## config.mk

```make
export PLATFORM = sky130hd
export DESIGN_NAME = keypad_scanner_flat
export DESIGN_NICKNAME = d
export VERILOG_FILES = /design/src/rtl/keypad_scanner_pkg.sv /design/src/rtl/keypad_scanner_if.sv /design/src/rtl/keypad_scanner_sync.sv /design/src/rtl/keypad_scanner.sv /design/src/flat_wrapper.sv
export SDC_FILE = /design/constraint.sdc
export NUM_CORES = 1
export LEC_CHECK = 0
export ABC_AREA = 0
export BUFFER_PORTS_ARGS = -buffer_cell sky130_fd_sc_hd__buf_2
export CORE_MARGIN = 4
export CORE_UTILIZATION = 36
export CTS_BUF_LIST = sky130_fd_sc_hd__clkbuf_16
export DETAILED_ROUTE_END_ITERATION = 12
export PLACE_DENSITY_LB_ADDON = 0.08
export SETUP_SLACK_MARGIN = 0.3
export SLEW_MARGIN = 10
export SYNTH_ARGS = -nofsm -noshare
export SYNTH_HDL_FRONTEND = slang
export SYNTH_SLANG_ARGS = --single-unit
```

## constraint.sdc

```tcl
create_clock -name clk -period 3 [get_ports clk]
set_clock_uncertainty 0.05 [all_clocks]
set_input_delay 0.6 -clock clk [delete_from_list [all_inputs] [get_ports clk]]
set_output_delay 0.6 -clock clk [all_outputs]
set_load 0.01 [all_outputs]
```

## src/rtl/keypad_scanner_pkg.sv

```systemverilog
// Shared types and constants for the 4x4 keypad scanner: FSM states, key map, row reset pattern.
package keypad_pkg;

   typedef enum logic [1:0] {SCAN, DEBOUNCE, RELEASE} state_t;

   localparam logic [3:0] ROW_RESET = 4'b1110;

   // Indexed by {row, col}; entry 0 (row 0, col 0) is the rightmost nibble.
   localparam logic [15:0][3:0] KEY_MAP = {
      4'hD, 4'hF, 4'h0, 4'hE,
      4'hC, 4'h9, 4'h8, 4'h7,
      4'hB, 4'h6, 4'h5, 4'h4,
      4'hA, 4'h3, 4'h2, 4'h1
   };

   function automatic logic [1:0] first_low(input logic [3:0] cols);
      casez (cols)
         4'b???0: return 2'd0;
         4'b??01: return 2'd1;
         4'b?011: return 2'd2;
         default: return 2'd3;
      endcase
   endfunction

endpackage

```

## src/rtl/keypad_scanner_if.sv

```systemverilog
// Keypad pins plus CPU register port; the scanner uses the slave view.
interface keypad_scanner_if;
   logic [3:0] rowwrite;
   logic [3:0] colread;
   logic       statusordata;
   logic       ack;
   logic [3:0] keyout;

   modport master (input rowwrite, keyout, output colread, statusordata, ack);
   modport slave  (output rowwrite, keyout, input colread, statusordata, ack);
endinterface

```

## src/rtl/keypad_scanner_sync.sv

```systemverilog
// Two-flop synchronizer for the asynchronous column inputs; idles high (no key).
module keypad_sync (
   input  logic       clk,
   input  logic       rst,
   input  logic [3:0] cols_async,
   output logic [3:0] cols_sync
);

   logic [3:0] meta;

   always_ff @(posedge clk or posedge rst) begin
      if (rst) begin
         meta      <= 4'hF;
         cols_sync <= 4'hF;
      end else begin
         meta      <= cols_async;
         cols_sync <= meta;
      end
   end

endmodule

```

## src/rtl/keypad_scanner.sv

```systemverilog
// 4x4 keypad scanner with debounce and a CPU status/data register; ready clears on ack.
// Optional KEYPAD_DEBOUNCE_EN: when undefined, a single sample accepts a press or a release.
module keypad_scanner #(
   parameter int SCAN_DIV     = 50000,
   parameter int DEBOUNCE_CNT = 4
) (
   input logic             clk,
   input logic             rst,
   keypad_scanner_if.slave bus
);
   import keypad_pkg::*;

`ifdef KEYPAD_DEBOUNCE_EN
   localparam int NEED = DEBOUNCE_CNT;
`else
   localparam int NEED = 1;
`endif
   localparam int DW = $clog2(SCAN_DIV);
   localparam int CW = $clog2(NEED + 1);

   state_t         state;
   logic [DW-1:0]  div;
   logic [1:0]     row;
   logic [3:0]     rows;
   logic [1:0]     col;
   logic [CW-1:0]  cnt;
   logic [3:0]     code;
   logic           ready;
   logic [3:0]     cols;

   keypad_sync u_sync (
      .clk        (clk),
      .rst        (rst),
      .cols_async (bus.colread),
      .cols_sync  (cols)
   );

   logic sample;
   logic any_low;
   logic same_col;

   assign sample   = (div == DW'(SCAN_DIV - 1));
   assign any_low  = ~&cols;
   assign same_col = any_low && (first_low(cols) == col);

   always_ff @(posedge clk or posedge rst) begin
      if (rst) begin
         state <= SCAN;
         div   <= '0;
         row   <= '0;
         rows  <= ROW_RESET;
         col   <= '0;
         cnt   <= '0;
         code  <= '0;
         ready <= 1'b0;
      end else begin
         div <= sample ? '0 : div + DW'(1);
         // Clear first so a press accepted on the same edge still sets ready.
         if (bus.ack) ready <= 1'b0;
         if (sample) begin
            case (state)
               SCAN: begin
                  if (any_low) begin
                     col <= first_low(cols);
                     if (NEED == 1) begin
                        code  <= KEY_MAP[{row, first_low(cols)}];
                        ready <= 1'b1;
                        cnt   <= '0;
                        state <= RELEASE;
                     end else begin
                        cnt   <= CW'(1);
                        state <= DEBOUNCE;
                     end
                  end else begin
                     row  <= row + 2'd1;
                     rows <= {rows[2:0], rows[3]};
                  end
               end
               DEBOUNCE: begin
                  if (same_col) begin
                     if (cnt == CW'(NEED - 1)) begin
                        code  <= KEY_MAP[{row, col}];
                        ready <= 1'b1;
                        cnt   <= '0;
                        state <= RELEASE;
                     end else begin
                        cnt <= cnt + CW'(1);
                     end
                  end else begin
                     state <= SCAN;
                     row   <= row + 2'd1;
                     rows  <= {rows[2:0], rows[3]};
                  end
               end
               RELEASE: begin
                  if (any_low) begin
                     cnt <= '0;
                  end else if (cnt == CW'(NEED - 1)) begin
                     cnt   <= '0;
                     state <= SCAN;
                     row   <= row + 2'd1;
                     rows  <= {rows[2:0], rows[3]};
                  end else begin
                     cnt <= cnt + CW'(1);
                  end
               end
               default: state <= SCAN;
            endcase
         end
      end
   end

   assign bus.rowwrite = rows;
   assign bus.keyout   = bus.statusordata ? {3'b000, ready} : code;

endmodule

```

## src/flat_wrapper.sv

```systemverilog
// flat-port wrapper written by rule: the top's interface ports become plain ports
module keypad_scanner_flat import keypad_pkg::*;
#(
   parameter int SCAN_DIV     = 50000,
   parameter int DEBOUNCE_CNT = 4
)
  (clk, rst, bus_rowwrite, bus_keyout, bus_colread, bus_statusordata, bus_ack);
  keypad_scanner_if bus_i ();
  input logic clk;
  input logic rst;
  output wire logic [$bits(bus_i.rowwrite)-1:0] bus_rowwrite;
  output wire logic [$bits(bus_i.keyout)-1:0] bus_keyout;
  input wire logic [$bits(bus_i.colread)-1:0] bus_colread;
  input wire logic [$bits(bus_i.statusordata)-1:0] bus_statusordata;
  input wire logic [$bits(bus_i.ack)-1:0] bus_ack;
  assign bus_rowwrite = bus_i.rowwrite;
  assign bus_keyout = bus_i.keyout;
  assign bus_i.colread = bus_colread;
  assign bus_i.statusordata = bus_statusordata;
  assign bus_i.ack = bus_ack;
  keypad_scanner #(.SCAN_DIV(SCAN_DIV), .DEBOUNCE_CNT(DEBOUNCE_CNT)) u_core (.clk(clk), .rst(rst), .bus(bus_i));
endmodule
```

==> results.md, run 1 <==
- All-Layer GR Usage: 10.93%
- RR Endpoint: u_core.code[1]
- Ratio of cells with drive above 1 in the final layout: about a third
- Vias post-DR: 1037
- Core area: 4444 um^2
- Setup TNS: 0 ps
- Pwr dens: 554.9 nW/um^2
- Critical Path AT: 2140 ps
- Slew Viols, Final: 0
- Worst-path clk slew: 50 ps
- Die Span Y: between 70 and 80 um
- Worst hold start: u_core.u_sync.meta[3]
- RSZ-0062 raised after global routing: false
- CP startpoint: u_core.div[10]
- Die area: between 5000 and 6000 um^2
- F_max: about 490 MHz
- Initial Utilization: roughly 38%
- Clk buf depth: 2
- Commonest non-fill, non-tap cell in the layout: dfrtp_1
- Final hold viol count: 0
- Top post-synthesis cells by area: dfrtp_1, dfstp_2, xor2_1
- CTS H-tree depth: 2
- Vias per cell: 4.986
- Area delta synth->final: 16.69%
- Nets: 168
- Pint: a little under 0.9 mW
- Postcts setup bufs: 0
- Final instance area: 1959 um^2
- Synth Net Count: 151
- Post-synthesis cell type count: 33
- Status: finished clean
- Tcrit/Tclk final: 67.86%
- CTS Root Buffer Type: clkbuf_16
- GP Congestion: between 0.6 and 0.7
- R2R depth: 4
- Worst Hold Endpoint: u_core.u_sync.cols_sync[3]
- Antenna Diode Count: 0
- Post-CTS resize count: 0
- Initial antenna violation count: 0
- Initial drt markers: 42
- Worst slew pin tran: roughly 580 ps
- Largest net degree at the start of global routing: 37
- Final ANT Viol Nets: 0
- Worst Setup End Kind: flip-flop
- Setup slack, reg-to-reg: 960 ps
- Final hold slack: 304.5 ps
- Rel. slew slack: ~61%
- Detailed-route wire length: 2.746 mm
- Clock Latency Late Sink: around 270 ps
- Syn_area_per_cell: between 10 and 15 um^2
- Max Fanout on Critical Path: 6
- # DRC: 0
- Mapped Area: 1679 um^2
- Post-synthesis sequential area ratio: 54.47%
- CP Launch Type: flip-flop
- R2R Path Start: u_core.div[10]
- Placed inst area: 1797 um^2
- Worst vdd ir: roughly 0.44 mV
- DR pass1 iterations: 4
- DIE WIDTH: approximately 76 um
- Final Non-Filler Cells: ~210
- Synth Instances: around 140
- Tot Pwr: roughly 1.1 mW
- Area leader, netlist: dfrtp_1
- Sequential power share: 45.9%
- Clock power share: 51.5%
- Detailed Place HPWL: ~1.9 mm
- First-pass GRT wire length: ~5.0 mm
- Final critical-path required period: 2036 ps
- Grt ovf: 0
- Placed insts: 200
- Clock sink total: 36
- Total CTS buffers: 5
- Commonest cells after routing, fill and taps aside: dfrtp_1, buf_2, dfstp_2
- # IOs: 16
- Hold Crit Class: reg2reg
- Pleak: 0.9415 nW
- Switching pwr: 0.1953 mW
- MaxCap Viol Count: 0
- Yosys warning count: 0
- Yosys reg bits: 36
- Routed len/inst: roughly 13 um
- Comb power frac: 2.6%
- Worst Hold Depth: 0
- Top-area cell type share of the netlist area: 37.26%
- CP required: between 3000 and 4000 ps
- CP Class: reg2reg
- # setup viols final: 0
- Fillcell total: 440
- I/O Buffers: 15
- CTS tree: yes
- Vias in the first global route: roughly 1100
- Rows: 24
- Net Sw Frac: 17.97%
- Hold Buf Count CTS: 0
==> cell type report <==
class,count,area (um^2),area share [%]
Inverter,7,26.28,1.341
Tap cell,52,65.06,3.321
Multi-Input combinational cell,89,708.2,36.14
Clock buffer,5,125.1,6.386
Sequential cell,36,914.6,46.68
Clock inverter,3,37.54,1.916
Timing Repair Buffer,16,82.58,4.215
==> worst max-delay path, stage by stage (launching register included) <==
cell     delay (ps)
dfrtp_1         440
nor4b_4         300
nand4_2         200
or4_4           620
mux2_4          320
==> sequential cells by signal, summed over array words and instances, names as in the netlist <==
signal                   cells
u_core.ready                 1
u_core.div                  16
u_core.bus.rowwrite          4
u_core.row                   2
u_core.u_sync.cols_sync      4
u_core.state                 1
u_core.code                  4
u_core.u_sync.meta           4
==> power groups by stage <==
stage | clock network, mW | registers [mW] | logic, mW
after detailed placement | 0 | 0.507 | 0.0300
after CTS | 0.583 | 0.499 | 0.0301
final | 0.560 | 0.499 | 0.0288
after floorplan | 0 | 0.506 | 0.0182
after global placement | 0 | 0.506 | 0.0287
after global routing | 0.601 | 0.499 | 0.0332
==> cells in the mapped netlist <==
cell type / count
mux4_2: 1
o22a_1: 1
nor4b_4: 1
mux2_2: 6
and3b_2: 1
buf_6: 1
inv_1: 7
xor2_1: 8
nor2_1: 9
dfrtp_1: 25
and2_1: 1
nand4_2: 1
clkbuf_1: 5
o211ai_1: 1
nand4_1: 6
a21oi_1: 1
nand3_1: 6
or4_4: 1
nand2_1: 9
ha_1: 5
nor3b_1: 1
dfstp_2: 11
nor2b_1: 4
mux2i_1: 2
and3_1: 3
mux2_4: 4
and4_2: 1
xnor2_1: 6
a211oi_1: 1
o21ai_0: 4
and4_1: 3
and3_2: 1
o21ba_2: 1
==> per-stage QoR <==
step / util (%) / setup slack (ps)
2_1_floorplan: - / 1013
3_3_place_gp: 40.43 / 972.9
3_5_place_dp: 40.43 / 966.8
4_1_cts: 44.09 / 954.2
5_1_grt: 44.09 / 855.7
6_report: 44.09 / 964.1
==> worst max path at each step <==
stage,endpoint,slack [ps],cells past startpoint
floorplan,u_core.code[0],1010,5
global placement,u_core.code[2],970,4
detailed placement,u_core.code[3],970,4
CTS,u_core.code[1],950,4
global route,u_core.code[2],860,4
finish,u_core.code[1],960,4
==> cell families after synthesis <==
group | Yosys count | share of synthesized area (%)
fa+ha+maj | 5 | 3.726
mux | 13 | 10.13
simple gates | 48 | 17.51
buf+inv | 13 | 3.354
xor+xnor | 14 | 7.303
flops | 36 | 54.47
compound gates | 9 | 3.502
==> per-layer routing <==
layer  part of all wire [%]  global-route usage (%)
met2                     46                   16.08
met1                     48                   14.02
met3                    4.4                   3.428
met4                    2.2                   6.522
met5                      0                       0
(Power assumes the default switching activity.)
==> run 2: changes to the inputs <==
--- a/config.mk
+++ b/config.mk
@@ -5,7 +5,7 @@
 export SDC_FILE = /design/constraint.sdc
 export NUM_CORES = 1
 export LEC_CHECK = 0
-export ABC_AREA = 0
+export ABC_AREA = 1
 export BUFFER_PORTS_ARGS = -buffer_cell sky130_fd_sc_hd__buf_2
 export CORE_MARGIN = 4
 export CORE_UTILIZATION = 36
==> constraint.sdc (replaced) <==
create_clock -name clk -period 1.9 [get_ports clk]
set_clock_uncertainty 0.05 [all_clocks]
set_input_delay 0.38 -clock clk [delete_from_list [all_inputs] [get_ports clk]]
set_output_delay 0.38 -clock clk [all_outputs]
set_load 0.01 [all_outputs]
==> run 2 against run 1 <==
Effect of this change: synthesized area grew 8.6%; design area grew 10%; synthesized cell count grew 61%; largest cell class unchanged.
==> results.md, run 2 <==
- Final hold viol count: 0
- Ys async rst share: 100.0%
- Hold Buf Count CTS: 0
- Clk buf depth: 2
- Post-synthesis cell type count: 28
- Critical Path AT: 1610 ps
- Final hold slack: 141.0 ps
- Rel. slew slack: 69.23%
- Detailed-route wire length: around 3.4 mm
- DIE WIDTH: 79.16 um
- Routed len/inst: approximately 11 um
- Final instance area: 2162 um^2
- Final ANT Viol Nets: 0
- Final critical-path required period: 1496 ps
- CTS H-tree depth: 2
- Rows: 25
- Yosys reg bits: 36
- Vias per cell: 4.385
- CTS Root Buffer Type: clkbuf_16
- Area delta synth->final: 18.60%
- Initial antenna violation count: 0
- Net Sw Frac: between 20% and 30%
- Vias in the first global route: 1294
- CTS tree: yes
- Clock Latency Late Sink: 280 ps
- RSZ-0062 raised after global routing: true
- MaxCap Viol Count: 0
- First-pass GRT wire length: 5.975 mm
- CP Launch Type: flip-flop
- Final core utilization: between 40 and 50%
- Switching pwr: 0.3666 mW
- Nets: 259
- Top post-synthesis cells by area: dfrtp_1, dfstp_2, nand2_1
- Hold Crit Class: in2async
- Tot Pwr: 1.657 mW
- Clock sink total: 36
- F_max: 668.5 MHz
- Clock power share: 49.2%
- All-Layer GR Usage: 12.20%
- Status: finished clean
- Ys flop type: dfrtp_1
- CP Class: reg2reg
- # DRC: 0
- Worst Setup End Kind: flip-flop
- # setup viols final: 0
- Core area: slightly below 5000 um^2
- Antenna Diode Count: 0
- Worst-path clk slew: around 60 ps
- Worst slew pin tran: between 400 and 500 ps
- R2R depth: 7
- Grt ovf: 0
- Slew Viols, Final: 0
- Total CTS buffers: 5
- Initial drt markers: 66
- Largest net degree at the start of global routing: 37
- Commonest cells in the netlist: nand2_1, nor2_1, inv_1
- Setup slack, reg-to-reg: 400 ps
- Placed inst area: 1997 um^2
- # IOs: 16
- Pwr dens: roughly 770 nW/um^2
- Die area: 6266 um^2
- Tcrit/Tclk final: 78.73%
- Commonest cells after routing, fill and taps aside: nand2_1, nor2_1, inv_1, dfrtp_1, buf_2
- Area leader, netlist: dfrtp_1
- Vias post-DR: approximately 1400
- Pint: 1.290 mW
- Post-synthesis sequential area ratio: ~50%
- Commonest non-fill, non-tap cell in the layout: nand2_1
- Ratio of cells with drive above 1 in the final layout: 24.29%
- Comb power frac: under 10%
- Worst vdd ir: 0.6246 mV
- Synth Net Count: between 200 and 250
- Count leader, synth: nand2_1
- GP Congestion: 0.8077
- CP required: 2010 ps
- Top-area cell type share of the netlist area: 34.32%
- Detailed Place HPWL: 2.478 mm
- Post-synth EDFFs: 0
- Number of flip-flops in the largest register: 16
- Yosys warning count: 0
- Setup TNS: 0 ps
- Synth Instances: roughly 220
- DR pass1 iterations: 4
- Top reg by flops: u_core.div
- Mapped Area: 1823 um^2
- Pleak: 1.051 nW
- Initial Utilization: 37.84%
- Sequential power share: between 40% and 50%
- Max Fanout on Critical Path: 3
- Syn_area_per_cell: 8.212 um^2
- Die Span Y: approximately 79 um
- I/O Buffers: 15
## run 2: cell count changes after synthesis, moves of 5 or more
cell	change
nand2_1	+45
nor2_1	+27
inv_1	+20
nand3_1	+7
mux2_2	-6
xnor2_1	-6
clkbuf_1	-5
nand2_2	+5
## run 2: per-stage QoR
step	cells	setup WS [ps]
2_1_floorplan	222	302.1
3_3_place_gp	306	344.3
3_5_place_dp	306	314.4
4_1_cts	314	303.9
5_1_grt	314	272.5
6_report	314	404.2
## run 2: final cells by class
type	instances	area, um^2
clock buffers	5	125.1
clock inverters	3	23.77
fillers	499	2655
inverters	32	126.4
multi-input cells	154	798.3
flip-flops and latches	36	914.6
well taps	67	83.83
repair buffers	17	90.09
## run 2: cells by family (layout without fill, tap and decap cells)
family                   count (synthesis)  count (layout)  synth area share, %
XOR/XNOR                                 7               7                3.363
flip-flops                              36              36                50.17
adder cells (fa/ha/maj)                  5               5                3.432
buffers and inverters                   32              57                6.932
AO/OA/AOI/OAI                           19              19                5.903
AND/OR/NAND/NOR                        123             123                30.20
## run 2: power by group through the flow
stage	registers [mW]	clock network [mW]	logic, mW
finish	0.787	0.815	0.0546
global route	0.788	0.879	0.0650
CTS	0.786	0.841	0.0533
detailed placement	0.799	0	0.0531
global placement	0.799	0	0.0536
floorplan	0.798	0	0.0316
## run 2: final timing paths
| path | startpoint | endpoint |
|---|---|---|
| setup reg to reg | u_core.u_sync.cols_sync[2] | u_core.code[2] |
| hold / removal | rst | u_core.div[5] |
| max in group asynchronous | rst | u_core.u_sync.cols_sync[0] |
| min in group clk | bus_colread[3] | u_core.u_sync.meta[3] |
| hold reg to reg | u_core.u_sync.meta[1] | u_core.u_sync.cols_sync[1] |
| setup / recovery | u_core.u_sync.cols_sync[2] | u_core.code[2] |
## run 2: critical path, stage by stage (launching register included)
cell and delay (ps):
dfstp_2 530, inv_2 40, a21boi_4 170, ha_1 250
nand2_1 60, o21ai_1 60, a21oi_1 150, o21ai_1 70
## run 2: routing by layer
metal  track usage, %  vias up  wire (um)
li1                 -      737          -
met1            17.11      612       1772
met2            17.68       22       1429
met3            3.175        6        135
met4            5.155        0         61
met5                0        -          0
## run 2: repair_timing
action                                  in CTS  in global routing
resized for setup                            0                  7
endpoints found under the setup margin       0                  4
setup buffers                                0                  0
hold endpoints to repair                     0                  0
==> run 3: changes to the inputs <==
--- a/config.mk
+++ b/config.mk
@@ -5,7 +5,7 @@
 export SDC_FILE = /design/constraint.sdc
 export NUM_CORES = 1
 export LEC_CHECK = 0
-export ABC_AREA = 1
+export ABC_AREA = 0
 export BUFFER_PORTS_ARGS = -buffer_cell sky130_fd_sc_hd__buf_2
 export CORE_MARGIN = 4
 export CORE_UTILIZATION = 36
==> constraint.sdc (replaced) <==
create_clock -name clk -period 1.4 [get_ports clk]
set_clock_uncertainty 0.05 [all_clocks]
set_input_delay 0.28 -clock clk [delete_from_list [all_inputs] [get_ports clk]]
set_output_delay 0.28 -clock clk [all_outputs]
set_load 0.01 [all_outputs]
==> run 3 against run 2 <==
Effect of this change: the run now ends with hold timing, setup timing left; core utilization grew 12 points; hold slack got worse by 180 ps; fmax fell by 21%; power grew 31%.
==> results.md, run 3 (synthesized netlist as in run 1, its figures left out) <==
- Status: complete, but fails checks
- Failing checks: hold timing, setup timing
- Detailed-route wire length: 3.266 mm
- Final ANT Viol Nets: 0
- Largest net degree at the start of global routing: 21
- F_max: 525.4 MHz
- Commonest non-fill, non-tap cell in the layout: buf_4
- Initial drt markers: slightly below 60
- Worst vdd ir: around 0.64 mV
- CP Class: reg2reg
- I/O Buffers: 15
- Ratio of cells with drive above 1 in the final layout: 56.52%
- # setup viols final: 21
- Setup TNS: -7377 ps
- RSZ-0062 raised after global routing: true
- Final hold slack: -41.63 ps
- Detailed Place HPWL: 2.303 mm
- Commonest cells after routing, fill and taps aside: buf_4, dfrtp_1, buf_6
- Die Span Y: 76.30 um
- Initial antenna violation count: 0
- Area delta synth->final: 50.60%
- Die area: between 5000 and 6000 um^2
- CTS tree: yes
- Clock sink total: 36
- Hold Crit Class: in2async
- Placed insts: around 230
- Initial Utilization: 37.78%
- # DRC: 0
- Max Fanout on Critical Path: 5
- Nets: ~220
- Rows: 24
- Final critical-path required period: ~1900 ps
- MaxCap Viol Count: 0
- CP Launch Type: flip-flop
- Worst-path clk slew: 50 ps
- Grt ovf: 0
- Clock Latency Late Sink: 270 ps
- # IOs: 16
- Tcrit/Tclk final: 136.0%
- Number of flip-flops in the largest register: 16
- CP required: 1500 ps
- R2R depth: 4
- All-Layer GR Usage: a little under an eighth
- Top reg by flops: u_core.div
- Post-route worst setup slack: -503.4 ps
- GP Congestion: 0.8007
- Slew Viols, Final: 0
- Core area: around 4400 um^2
- Vias in the first global route: 1232
- Pleak: 1.232 nW
- Routed len/inst: around 13 um
- Worst Setup End Kind: flip-flop
- Final hold viol count: 16
- CTS H-tree depth: 2
- Final Non-Filler Cells: 259
- DIE WIDTH: ~76 um
- Worst slew pin tran: 416.4 ps
- Vias post-DR: about 1200
- Pwr dens: around 860 nW/um^2
- Clk buf depth: 2
- Critical Path AT: 2010 ps
- Antenna Diode Count: 0
- First-pass GRT wire length: 5.444 mm
- Rel. slew slack: 72.18%
- CTS Root Buffer Type: clkbuf_16
- Vias per cell: roughly 4.7
- Total CTS buffers: 5
- DR pass1 iterations: 2
run 3: worst paths after layout:
check / start / to / slack, ps
setup / recovery: u_core.div[10] / u_core.code[2] / -500
hold / removal: rst / u_core.div[11] / -40
setup reg to reg: u_core.div[10] / u_core.code[2] / -500
hold reg to reg: u_core.u_sync.meta[1] / u_core.u_sync.cols_sync[1] / 300
max in group asynchronous: rst / u_core.bus.rowwrite[1] / 850
min in group clk: bus_colread[0] / u_core.u_sync.meta[0] / 60
run 3: layout make-up:
type	instances	area [um^2]
clock buffers	5	125.1
clock inverters	3	12.51
fillers	377	1916
inverters	7	30.03
multi-input cells	89	804.5
flip-flops and latches	36	914.6
well taps	52	65.06
repair buffers	67	576.8
run 3: timing repair:
item | in CTS | in global routing
resized for setup | 19 | 19
buffers inserted | 14 | 5
gates cloned | 0 | 0
setup endpoints to repair | 35 | 36
endpoints found under the hold margin | 16 | 16
pin swaps | 9 | 6
run 3: report_power, final:
group	switching (mW)	total, mW	internal [mW]
clock	0.372	1.01	0.641
combinational	0.0470	0.0855	0.0385
sequential	0.00460	1.07	1.06
total	0.424	2.17	1.74
run 3: critical path, stage by stage (launching register included):
cell and delay, ps:
dfrtp_1 400, nor4b_4 300, nand4_2 120, or4_4 600
mux2_4 320
run 3: through the flow:
| step | utilization, % | setup WS, ps | total power [mW] | instance area, um^2 |
|---|---|---|---|---|
| floorplan | - | -568.8 | 1.124 | 1743 |
| detailed placement | 47.07 | -521.7 | 1.169 | 2092 |
| global route | 56.90 | -580.3 | 2.264 | 2529 |
| CTS | 54.22 | -523.3 | 2.199 | 2410 |
| finish | 56.90 | -503.4 | 2.167 | 2529 |
| global placement | 47.07 | -523.8 | 1.165 | 2092 |
run 3: metal layers:
layer  up-vias  global-route usage [%]  part of all wire, %
li1        608                       -                    -
met1       593                   15.74                   49
met2        19                   17.57                   47
met3         4                   4.019                  3.1
met4         0                   3.261                  1.0
met5         -                       0                    0
